$ cat config.mk
export PLATFORM = sky130hd
export DESIGN_NAME = ts_tx_arb_flat
export DESIGN_NICKNAME = d
export VERILOG_FILES = /design/src/rtl/ts_tx_arb_if.sv /design/src/rtl/ts_tx_arb.sv /design/src/flat_wrapper.sv
export SDC_FILE = /design/constraint.sdc
export NUM_CORES = 1
export LEC_CHECK = 0
export CORE_AREA = 4 4 102 104
export DETAILED_ROUTE_END_ITERATION = 10
export DIE_AREA = 0 0 106 108
export DONT_BUFFER_PORTS = 1
export GPL_ROUTABILITY_DRIVEN = 0
export GPL_TIMING_DRIVEN = 0
export PLACE_DENSITY = 0.7
export REMOVE_ABC_BUFFERS = 1
export SETUP_SLACK_MARGIN = 0.2
export SYNTH_ARGS = -nofsm -noshare
export SYNTH_HDL_FRONTEND = slang
export SYNTH_SLANG_ARGS = --single-unit
$ cat constraint.sdc
create_clock -name clk -period 4.15 [get_ports clk]
set_input_delay 0.415 -clock clk [delete_from_list [all_inputs] [get_ports clk]]
set_output_delay 0.415 -clock clk [all_outputs]
set_load 0.005 [all_outputs]
$ cat src/rtl/ts_tx_arb_if.sv
// Bundle of TS generator, LTSSM and TX FIFO signals seen by ts_tx_arb.
// slave is the arbiter's view; master is the driving environment's view.
interface ts_tx_arb_if;
  logic         ts_valid;
  logic [127:0] ts;
  logic         ts_ready;
  logic         eios_req;
  logic [1:0]   eios_cnt;
  logic         eios_done;
  logic         tx_elec_idle;
  logic         skp_pending;
  logic         fifo_wr;
  logic [127:0] fifo_data;
  logic         ts_tx_fifo_full;

  modport master (
    output ts_valid, ts, eios_req, eios_cnt, ts_tx_fifo_full,
    input  ts_ready, eios_done, tx_elec_idle, skp_pending, fifo_wr, fifo_data
  );

  modport slave (
    input  ts_valid, ts, eios_req, eios_cnt, ts_tx_fifo_full,
    output ts_ready, eios_done, tx_elec_idle, skp_pending, fifo_wr, fifo_data
  );
endinterface

$ cat src/rtl/ts_tx_arb.sv
// Ordered-set arbiter sharing the TX FIFO write port among TS, SKP and EIOS words.
// Define TS_SKP_SCHED_EN to build the periodic SKP scheduler; without it no SKP is ever sent.
module ts_tx_arb #(
  parameter int unsigned SKP_INTERVAL = 1180,
  parameter int unsigned CNT_W        = 12
) (
  input  logic       clk,
  input  logic       rst,
  ts_tx_arb_if.slave bus
);
  localparam logic [127:0] SKP_WORD  = {4{32'hBC1C1C1C}};
  localparam logic [127:0] EIOS_WORD = {4{32'hBC7C7C7C}};

  typedef enum logic [1:0] {S_IDLE, S_EIOS, S_EIDLE} state_t;

  state_t       r_state;
  state_t       w_nxt_state;
  logic [2:0]   r_eios_left;
  logic         r_eios_pend;
  logic [1:0]   r_pend_cnt;
  logic         r_fifo_wr;
  logic [127:0] r_fifo_data;
  logic         r_eios_done;

  logic         w_skp_pending;
  logic         w_eios_any;
  logic         w_ts_ready;
  logic         w_ts_grant;
  logic         w_skp_grant;
  logic         w_eios_grant;
  logic         w_eios_last;
  logic         w_grant;
  logic [127:0] w_word;

  assign w_eios_any = bus.eios_req | r_eios_pend;

  always_ff @(posedge clk or negedge rst) begin
    if (!rst) r_state <= S_IDLE;
    else      r_state <= w_nxt_state;
  end

  always_comb begin
    w_nxt_state = r_state;
    case (r_state)
      S_IDLE:  if (w_eios_any)   w_nxt_state = S_EIOS;
      S_EIOS:  if (w_eios_last)  w_nxt_state = S_EIDLE;
      S_EIDLE: if (bus.ts_valid) w_nxt_state = S_IDLE;
      default: w_nxt_state = S_IDLE;
    endcase
  end

  // An EIOS request in IDLE only blocks the other sources; EIOS words are issued from S_EIOS.
  always_comb begin
    w_ts_ready   = 1'b0;
    w_skp_grant  = 1'b0;
    w_eios_grant = 1'b0;
    w_eios_last  = 1'b0;
    case (r_state)
      S_IDLE: begin
        w_ts_ready  = !bus.ts_tx_fifo_full && !w_skp_pending && !w_eios_any;
        w_skp_grant = !bus.ts_tx_fifo_full &&  w_skp_pending && !w_eios_any;
      end
      S_EIOS: begin
        w_eios_grant = !bus.ts_tx_fifo_full;
        w_eios_last  = w_eios_grant && (r_eios_left == 3'd1);
      end
      default: ;
    endcase
    w_ts_grant = w_ts_ready && bus.ts_valid;
    w_grant    = w_ts_grant || w_skp_grant || w_eios_grant;
    w_word     = bus.ts;
    if (w_eios_grant)     w_word = EIOS_WORD;
    else if (w_skp_grant) w_word = SKP_WORD;
  end

  // A request arriving outside IDLE is parked with its count until IDLE is re-entered.
  always_ff @(posedge clk or negedge rst) begin
    if (!rst) begin
      r_eios_left <= 3'd0;
      r_eios_pend <= 1'b0;
      r_pend_cnt  <= 2'd0;
    end else if (r_state == S_IDLE && w_eios_any) begin
      r_eios_left <= bus.eios_req ? ({1'b0, bus.eios_cnt} + 3'd1)
                                  : ({1'b0, r_pend_cnt} + 3'd1);
      r_eios_pend <= 1'b0;
    end else begin
      if (w_eios_grant) r_eios_left <= r_eios_left - 3'd1;
      if (bus.eios_req) begin
        r_eios_pend <= 1'b1;
        r_pend_cnt  <= bus.eios_cnt;
      end
    end
  end

  // Write port register: grant in cycle N is written in cycle N+1.
  always_ff @(posedge clk or negedge rst) begin
    if (!rst) begin
      r_fifo_wr   <= 1'b0;
      r_fifo_data <= '0;
      r_eios_done <= 1'b0;
    end else begin
      r_fifo_wr   <= w_grant;
      r_eios_done <= w_eios_last;
      if (w_grant) r_fifo_data <= w_word;
    end
  end

`ifdef TS_SKP_SCHED_EN
  logic [CNT_W-1:0] r_skp_cnt;
  logic             r_skp_pend;
  logic             w_wrap;

  assign w_wrap = (r_skp_cnt == CNT_W'(SKP_INTERVAL - 1));

  // Wrap is evaluated after the grant clear so a coincident wrap re-arms pending.
  always_ff @(posedge clk or negedge rst) begin
    if (!rst) begin
      r_skp_cnt  <= '0;
      r_skp_pend <= 1'b0;
    end else if (r_state == S_EIDLE || w_nxt_state == S_EIDLE) begin
      r_skp_cnt  <= '0;
      r_skp_pend <= 1'b0;
    end else begin
      r_skp_cnt <= w_wrap ? '0 : r_skp_cnt + CNT_W'(1);
      if (w_wrap)           r_skp_pend <= 1'b1;
      else if (w_skp_grant) r_skp_pend <= 1'b0;
    end
  end

  assign w_skp_pending = r_skp_pend;
`else
  logic w_unused_cfg;
  assign w_unused_cfg  = ^{SKP_INTERVAL, CNT_W};
  assign w_skp_pending = 1'b0;
`endif

  assign bus.ts_ready     = w_ts_ready;
  assign bus.skp_pending  = w_skp_pending;
  assign bus.fifo_wr      = r_fifo_wr;
  assign bus.fifo_data    = r_fifo_data;
  assign bus.eios_done    = r_eios_done;
  assign bus.tx_elec_idle = (r_state == S_EIDLE);
endmodule

$ cat src/flat_wrapper.sv
// flat-port wrapper written by rule: the top's interface ports become plain ports
module ts_tx_arb_flat 
#(
  parameter int unsigned SKP_INTERVAL = 1180,
  parameter int unsigned CNT_W        = 12
)
  (clk, rst, bus_ts_valid, bus_ts, bus_eios_req, bus_eios_cnt, bus_ts_tx_fifo_full, bus_ts_ready, bus_eios_done, bus_tx_elec_idle, bus_skp_pending, bus_fifo_wr, bus_fifo_data);
  ts_tx_arb_if bus_i ();
  input  logic clk;
  input  logic rst;
  input wire logic [$bits(bus_i.ts_valid)-1:0] bus_ts_valid;
  input wire logic [$bits(bus_i.ts)-1:0] bus_ts;
  input wire logic [$bits(bus_i.eios_req)-1:0] bus_eios_req;
  input wire logic [$bits(bus_i.eios_cnt)-1:0] bus_eios_cnt;
  input wire logic [$bits(bus_i.ts_tx_fifo_full)-1:0] bus_ts_tx_fifo_full;
  output wire logic [$bits(bus_i.ts_ready)-1:0] bus_ts_ready;
  output wire logic [$bits(bus_i.eios_done)-1:0] bus_eios_done;
  output wire logic [$bits(bus_i.tx_elec_idle)-1:0] bus_tx_elec_idle;
  output wire logic [$bits(bus_i.skp_pending)-1:0] bus_skp_pending;
  output wire logic [$bits(bus_i.fifo_wr)-1:0] bus_fifo_wr;
  output wire logic [$bits(bus_i.fifo_data)-1:0] bus_fifo_data;
  assign bus_i.ts_valid = bus_ts_valid;
  assign bus_i.ts = bus_ts;
  assign bus_i.eios_req = bus_eios_req;
  assign bus_i.eios_cnt = bus_eios_cnt;
  assign bus_i.ts_tx_fifo_full = bus_ts_tx_fifo_full;
  assign bus_ts_ready = bus_i.ts_ready;
  assign bus_eios_done = bus_i.eios_done;
  assign bus_tx_elec_idle = bus_i.tx_elec_idle;
  assign bus_skp_pending = bus_i.skp_pending;
  assign bus_fifo_wr = bus_i.fifo_wr;
  assign bus_fifo_data = bus_i.fifo_data;
  ts_tx_arb #(.SKP_INTERVAL(SKP_INTERVAL), .CNT_W(CNT_W)) u_core (.clk(clk), .rst(rst), .bus(bus_i));
endmodule
==> results of run 1 <==
through the flow:
stage	area (um2)	util (%)	power, mW	worst slack (ns)	instances
after detailed placement	5129	53.71	2.085	1.859	441
final	5766	60.38	3.529	2.064	476
after CTS	5737	60.08	3.543	1.821	475
after global placement	5064	53.03	2.037	0.4525	439
after floorplan	4897	-	1.931	1.331	306
after global routing	5766	60.38	3.690	1.963	476
kinds of logic (layout without fill, tap and decap cells):
kind of cell | count (synthesis) | in the layout | share of synthesized area [%]
AOI/OAI and AO/OA | 138 | 138 | 23.67
adders and majority gates | 3 | 3 | 0.7412
and+or+nand+nor | 18 | 18 | 2.841
other | 1 | 1 | 0.07404
buffers and inverters | 34 | 41 | 3.607
DFF | 138 | 138 | 68.18
muxes | 4 | 4 | 0.8893
sequential cells by signal (all words and copies together), names as in the netlist:
register	cells
u_core.bus.eios_done	1
u_core.r_eios_left	3
u_core.r_eios_pend	1
u_core.r_state	2
u_core.bus.fifo_wr	1
u_core.r_pend_cnt	2
u_core.bus.fifo_data	128
Yosys cell counts:
| cell type | instances |
|---|---|
| or2_0 | 1 |
| clkbuf_1 | 4 |
| conb_1 | 1 |
| nand4b_2 | 1 |
| nor3b_2 | 2 |
| a22o_1 | 48 |
| a311oi_1 | 1 |
| mux2_2 | 4 |
| nor2_8 | 1 |
| nor2_1 | 1 |
| nand2_1 | 2 |
| inv_2 | 1 |
| buf_2 | 14 |
| nand3_1 | 1 |
| a211o_1 | 2 |
| and4b_1 | 1 |
| nor2_2 | 2 |
| o21ai_2 | 1 |
| o21ai_0 | 2 |
| buf_1 | 5 |
| o22a_1 | 80 |
| a21o_1 | 1 |
| buf_4 | 4 |
| buf_6 | 3 |
| inv_1 | 3 |
| nor4_1 | 2 |
| o311ai_1 | 1 |
| ha_1 | 3 |
| nand2b_1 | 1 |
| o211ai_1 | 1 |
| nor3b_1 | 1 |
| dfrtp_1 | 138 |
| nor2b_1 | 2 |
| a221oi_1 | 1 |
worst max-delay path: cells and delay by family, from the launching register on:
kind / cells / cell delay [ns]
AOI/OAI and AO/OA: 2 / 0.77
buffers and inverters: 2 / 0.62
DFF: 1 / 0.53
final cells by class:
class | instances | share of cell area [%]
Inverter | 4 | 0.2821
Clock buffer | 21 | 7.791
Timing Repair Buffer | 5 | 1.953
Multi-Input combinational cell | 164 | 25.09
Clock inverter | 11 | 2.105
Tap cell | 133 | 2.886
Sequential cell | 138 | 59.90
worst paths after layout:
path                                 startpoint                       end  slack [ns]
max                           u_core.r_state[0]  u_core.bus.fifo_data[61]        2.06
min                                   bus_ts[6]   u_core.bus.fifo_data[6]        0.03
max reg2reg                   u_core.r_state[0]  u_core.bus.fifo_data[61]        2.06
min reg2reg                u_core.r_pend_cnt[0]      u_core.r_pend_cnt[0]        0.51
max in group asynchronous                   rst     u_core.r_eios_left[2]        3.09
min in group asynchronous                   rst  u_core.bus.fifo_data[90]        0.56
power breakdown:
group          switching (mW)  leakage [nW]  internal [mW]
clock                   0.538         0.278          0.884
combinational           0.274         0.485          0.200
sequential              0.139          1.50           1.49
total                   0.950          2.26           2.58
layer usage:
metal	track usage [%]	wire length (um)	vias to the layer above
met5	0	0	-
met1	22.18	4060	1464
met4	7.956	165	0
li1	-	-	1288
met3	10.81	1566	11
met2	33.52	6027	197
repair_timing:
action                                 CTS  global route
setup endpoints to repair                0             0
endpoints found under the hold margin  138             0
hold buffers                             2             0
gates resized for setup                  0             0
setup buffers                            0             0
==> summary.md, run 1 <==
| Metric | Value |
|---|---|
| Register bit total from synthesis | `138` |
| Post-Synthesis Cells | `336` |
| Initial antenna violation count | `0` |
| P_leak | `2.262 nW` |
| Average cell area after synthesis | `15.07 um2` |
| Vias in the first global route | `3102` |
| Most common cell after layout, fill and taps aside | `dfrtp_1` |
| Endpoints failing setup | `0` |
| Die ar. | `0.01145 mm2` |
| Vias/cell | `6.218` |
| Antenna viol nets, final | `0` |
| Initial Utilization | `53.04%` |
| Peak supply drop | `266.4 uV` |
| Unrepaired setup endpoints after global routing | `false` |
| DR vias | `2960` |
| Post-synthesis cell area | `0.005065 mm2` |
| Final period util | `50.26%` |
| Clk pin slew, worst setup/hold paths | `0.06 ns` |
| Initial drt markers | `175` |
| Area grow syn2layout | `13.83%` |
| Number of placement rows | `36` |
| Max-Cap Viols | `0` |
| HP Class | `in2reg` |
| CTS buffer count | `17` |
| Worst rel slew slack | `42.89%` |
| Min Tclk post-route | `2.086 ns` |
| Cell Pwr Density | `612.1 mW/mm2` |
| Clock tree root driver cell | `clkbuf_8` |
| Clock skew | `0.005995 ns` |
| Seq. cell area | `0.003453 mm2` |
| CTS H-tree lvls | `4` |
| Outcome | `finished, final reports clean` |
| Post-Route WL | `11.82 mm` |
| Nets | `468` |
| Worst slew pin tran | `0.8566 ns` |
| First-pass GRT wire length | `17.53 mm` |
| Multi-input gate area in the final layout | `0.001446 mm2` |
| Die height | `108 um` |
| Fraction of layout cells with a size suffix above 1 | `13.70%` |
| Share of the synthesized area in the top cell type | `68.18%` |
| CP endpoint kind | `flip-flop` |
| Total gr overflow | `0` |
| Max clock buf depth | `2` |
| CTS tree | `done` |
| Max Slew Vio Count | `0` |
| DR pass1 iterations | `4` |
| Drt wl/cell | `24.83 um` |
| Clk_lat worst skew | `0.50 ns` |
| Port Buf Inserts | `0` |
| Worst Path Required | `4.53 ns` |
| Endpoints failing hold | `0` |
| DP HPWL | `8.237 mm` |
| Reg2Reg Depth | `4` |
| Core area | `0.009549 mm2` |
| Critical path class | `reg2reg` |
| Arrival time at the worst endpoint | `2.47 ns` |
| Clk sink count | `138` |
| Yosys Warn Count | `0` |
| Largest net degree at the start of global routing | `139` |
| # IOs | `268` |
| Crit Path Max Fanout | `73` |
| Yosys top cell by area | `dfrtp_1` |
| Max incr delay on CP | `0.53 ns` |
| Count of antenna diodes in the layout | `0` |
| Die span in x | `106 um` |
| Largest cells by area after synthesis | `dfrtp_1, o22a_1, a22o_1` |
| Crit-path cells | `o21ai_4 -> clkinv_2 -> buf_16 -> o22a_1` |
| CP max-delay cell | `dfrtp_1` |
| Post-route setup TNS | `0 ns` |
| Most frequent cells in the layout | `dfrtp_1, o22a_1, a22o_1` |
| Post-synthesis sequential area ratio | `68.18%` |
| Total track usage | `20.28%` |
| Fin Hold WS | `0.03129 ns` |
| Synth cell types | `34` |
| Startpoint class of the critical path | `flip-flop` |
| F_max | `479.4 MHz` |
| DRC viols | `0` |
| Fillcell total | `751` |
| Hold depth | `1` |
(Power assumes the default switching activity.)
==> inputs of run 2 (changes only) <==
--- a/config.mk
+++ b/config.mk
@@ -5,13 +5,13 @@
 export SDC_FILE = /design/constraint.sdc
 export NUM_CORES = 1
 export LEC_CHECK = 0
-export CORE_AREA = 4 4 102 104
+export CORE_MARGIN = 4
+export CORE_UTILIZATION = 56
 export DETAILED_ROUTE_END_ITERATION = 10
-export DIE_AREA = 0 0 106 108
 export DONT_BUFFER_PORTS = 1
 export GPL_ROUTABILITY_DRIVEN = 0
 export GPL_TIMING_DRIVEN = 0
-export PLACE_DENSITY = 0.7
+export PLACE_DENSITY = 0.75
 export REMOVE_ABC_BUFFERS = 1
 export SETUP_SLACK_MARGIN = 0.2
 export SYNTH_ARGS = -nofsm -noshare
==> constraint.sdc (replaced) <==
create_clock -name clk -period 1.9 [get_ports clk]
set_input_delay 0.19 -clock clk [delete_from_list [all_inputs] [get_ports clk]]
set_output_delay 0.19 -clock clk [all_outputs]
set_load 0.005 [all_outputs]
==> summary.md, run 2 <==
| Metric | Value |
|---|---|
| # IOs | `268` |
| Port Buf Inserts | `0` |
| Clock tree root driver cell | `clkbuf_8` |
| Post-Synth Adder-Cell Area | `0.7411%` |
| EDFF count, synth | `0` |
| # placed instances | `416` |
| Post-synthesis xor/xnor area fraction | `0%` |
| Ys async rst share | `100.0%` |
| Post-Synth Simple-Gate Area | `2.841%` |
| Top-count cell post-synth | `dfrtp_1` |
| Yosys top cell by area | `dfrtp_1` |
| Post-synthesis sequential area ratio | `68.18%` |
| Post-Synthesis Cells | `336` |
| CTS H-tree lvls | `4` |
| Register bit total from synthesis | `138` |
| Average cell area after synthesis | `15.07 um2` |
| Predominant post-synthesis flop cell | `dfrtp_1` |
| Die span in x | `103.1 um` |
| Post-synthesis cell area | `0.005065 mm2` |
| Number of placement rows | `34` |
| CTS resizes | `8` |
| Die height | `103.1 um` |
| Synth cell count leaders | `dfrtp_1, o22a_1, a22o_1` |
| Hold buffer count at CTS | `101` |
| Synth cell types | `34` |
| Initial Utilization | `57.80%` |
| Largest cells by area after synthesis | `dfrtp_1, o22a_1, a22o_1` |
| Clk sink count | `138` |
| Error msg | `[ERROR RSZ-0060] Max buffer count reached.` |
| Post-CTS setup buffers | `3` |
| Fail Step | `clock tree synthesis (4_1_cts)` |
| DP HPWL | `8.156 mm` |
| Yosys Warn Count | `0` |
| Multiplexer share of the synthesized area | `0.8893%` |
| Outcome | `aborted with a tool error` |
| Max clock buf depth | `2` |
| CTS buffer count | `17` |
| Main combinational cell family by area after synthesis | `compound AO/OA/AOI/OAI gates` |
| Post-DP Area | `0.005097 mm2` |
| Share of the synthesized area in the top cell type | `68.18%` |
| Compound-cell area share of the yosys netlist | `23.67%` |
==> run 2: per-stage QoR <==
stage / hold slack, ns / setup slack, ns
detailed placement: -0.1035 / -0.4630
global placement: -0.1021 / -1.715
floorplan: -0.1056 / -0.9036
==> run 2: cell families after synthesis <==
family	after synthesis
buf+inv	34
compound gates	138
other cells	1
mux	4
fa+ha+maj	3
flops	138
simple gates	18
==> inputs of run 3 (changes only) <==
--- a/config.mk
+++ b/config.mk
@@ -6,14 +6,13 @@
 export NUM_CORES = 1
 export LEC_CHECK = 0
 export CORE_MARGIN = 4
-export CORE_UTILIZATION = 56
+export CORE_UTILIZATION = 40
 export DETAILED_ROUTE_END_ITERATION = 10
 export DONT_BUFFER_PORTS = 1
 export GPL_ROUTABILITY_DRIVEN = 0
 export GPL_TIMING_DRIVEN = 0
-export PLACE_DENSITY = 0.75
+export PLACE_DENSITY_LB_ADDON = 0.15
 export REMOVE_ABC_BUFFERS = 1
-export SETUP_SLACK_MARGIN = 0.2
 export SYNTH_ARGS = -nofsm -noshare
 export SYNTH_HDL_FRONTEND = slang
 export SYNTH_SLANG_ARGS = --single-unit
==> constraint.sdc (replaced) <==
create_clock -name clk -period 2.45 [get_ports clk]
set_input_delay 0.245 -clock clk [delete_from_list [all_inputs] [get_ports clk]]
set_output_delay 0.245 -clock clk [all_outputs]
set_load 0.005 [all_outputs]
==> summary.md, run 3 <==
| Metric | Value |
|---|---|
| Largest cells by area after synthesis | `dfrtp_1, o22a_1, a22o_1` |
| Fail Step | `clock tree synthesis (4_1_cts)` |
| Port Buf Inserts | `0` |
| Clk sink count | `138` |
| Yosys Warn Count | `0` |
| Number of placement rows | `40` |
| CTS H-tree lvls | `4` |
| Share of the synthesized area in the top cell type | `68.18%` |
| Post-Synthesis Cells | `336` |
| Post-CTS setup buffers | `0` |
| Synth cell types | `34` |
| Average cell area after synthesis | `15.07 um2` |
| Post-synthesis sequential area ratio | `68.18%` |
| Ys async rst share | `100.0%` |
| Die height | `120.5 um` |
| Outcome | `aborted with a tool error` |
| Max clock buf depth | `2` |
| Setup WS pre-CTS | `0.1989 ns` |
| CTS buffer count | `17` |
| Hold buffer count at CTS | `102` |
| CTS resizes | `0` |
| Compound-cell area share of the yosys netlist | `23.67%` |
| Die span in x | `120.5 um` |
| Post-Synth Adder-Cell Area | `0.7411%` |
| Initial Utilization | `41.48%` |
| Yosys top cell by area | `dfrtp_1` |
| Clock tree root driver cell | `clkbuf_16` |
| DP HPWL | `8.556 mm` |
| Register bit total from synthesis | `138` |
| Error msg | `[ERROR RSZ-0060] Max buffer count reached.` |
| Post-synthesis cell area | `0.005065 mm2` |
| Main combinational cell family by area after synthesis | `compound AO/OA/AOI/OAI gates` |
| Synth cell count leaders | `dfrtp_1, o22a_1, a22o_1` |
| Predominant post-synthesis flop cell | `dfrtp_1` |
| Post-Synth Simple-Gate Area | `2.841%` |
| EDFF count, synth | `0` |
| Multiplexer share of the synthesized area | `0.8893%` |
| Top-count cell post-synth | `dfrtp_1` |
| # IOs | `268` |
| Post-synthesis xor/xnor area fraction | `0%` |
-- run 3: cell counts after synthesis --
No cell type changed its count.
-- run 3: cell families after synthesis --
logic type / Yosys count
simple gates: 18
fa+ha+maj: 3
buf+inv: 34
other cells: 1
flops: 138
compound gates: 138
mux: 4
-- run 3: metrics by stage --
stage | util, % | cell area [um2] | instances | setup TNS (ns)
3_3_place_gp | 41.82 | 5107 | 474 | -106.73
3_5_place_dp | 42.30 | 5165 | 476 | 0
2_1_floorplan | - | 4897 | 306 | -28.46
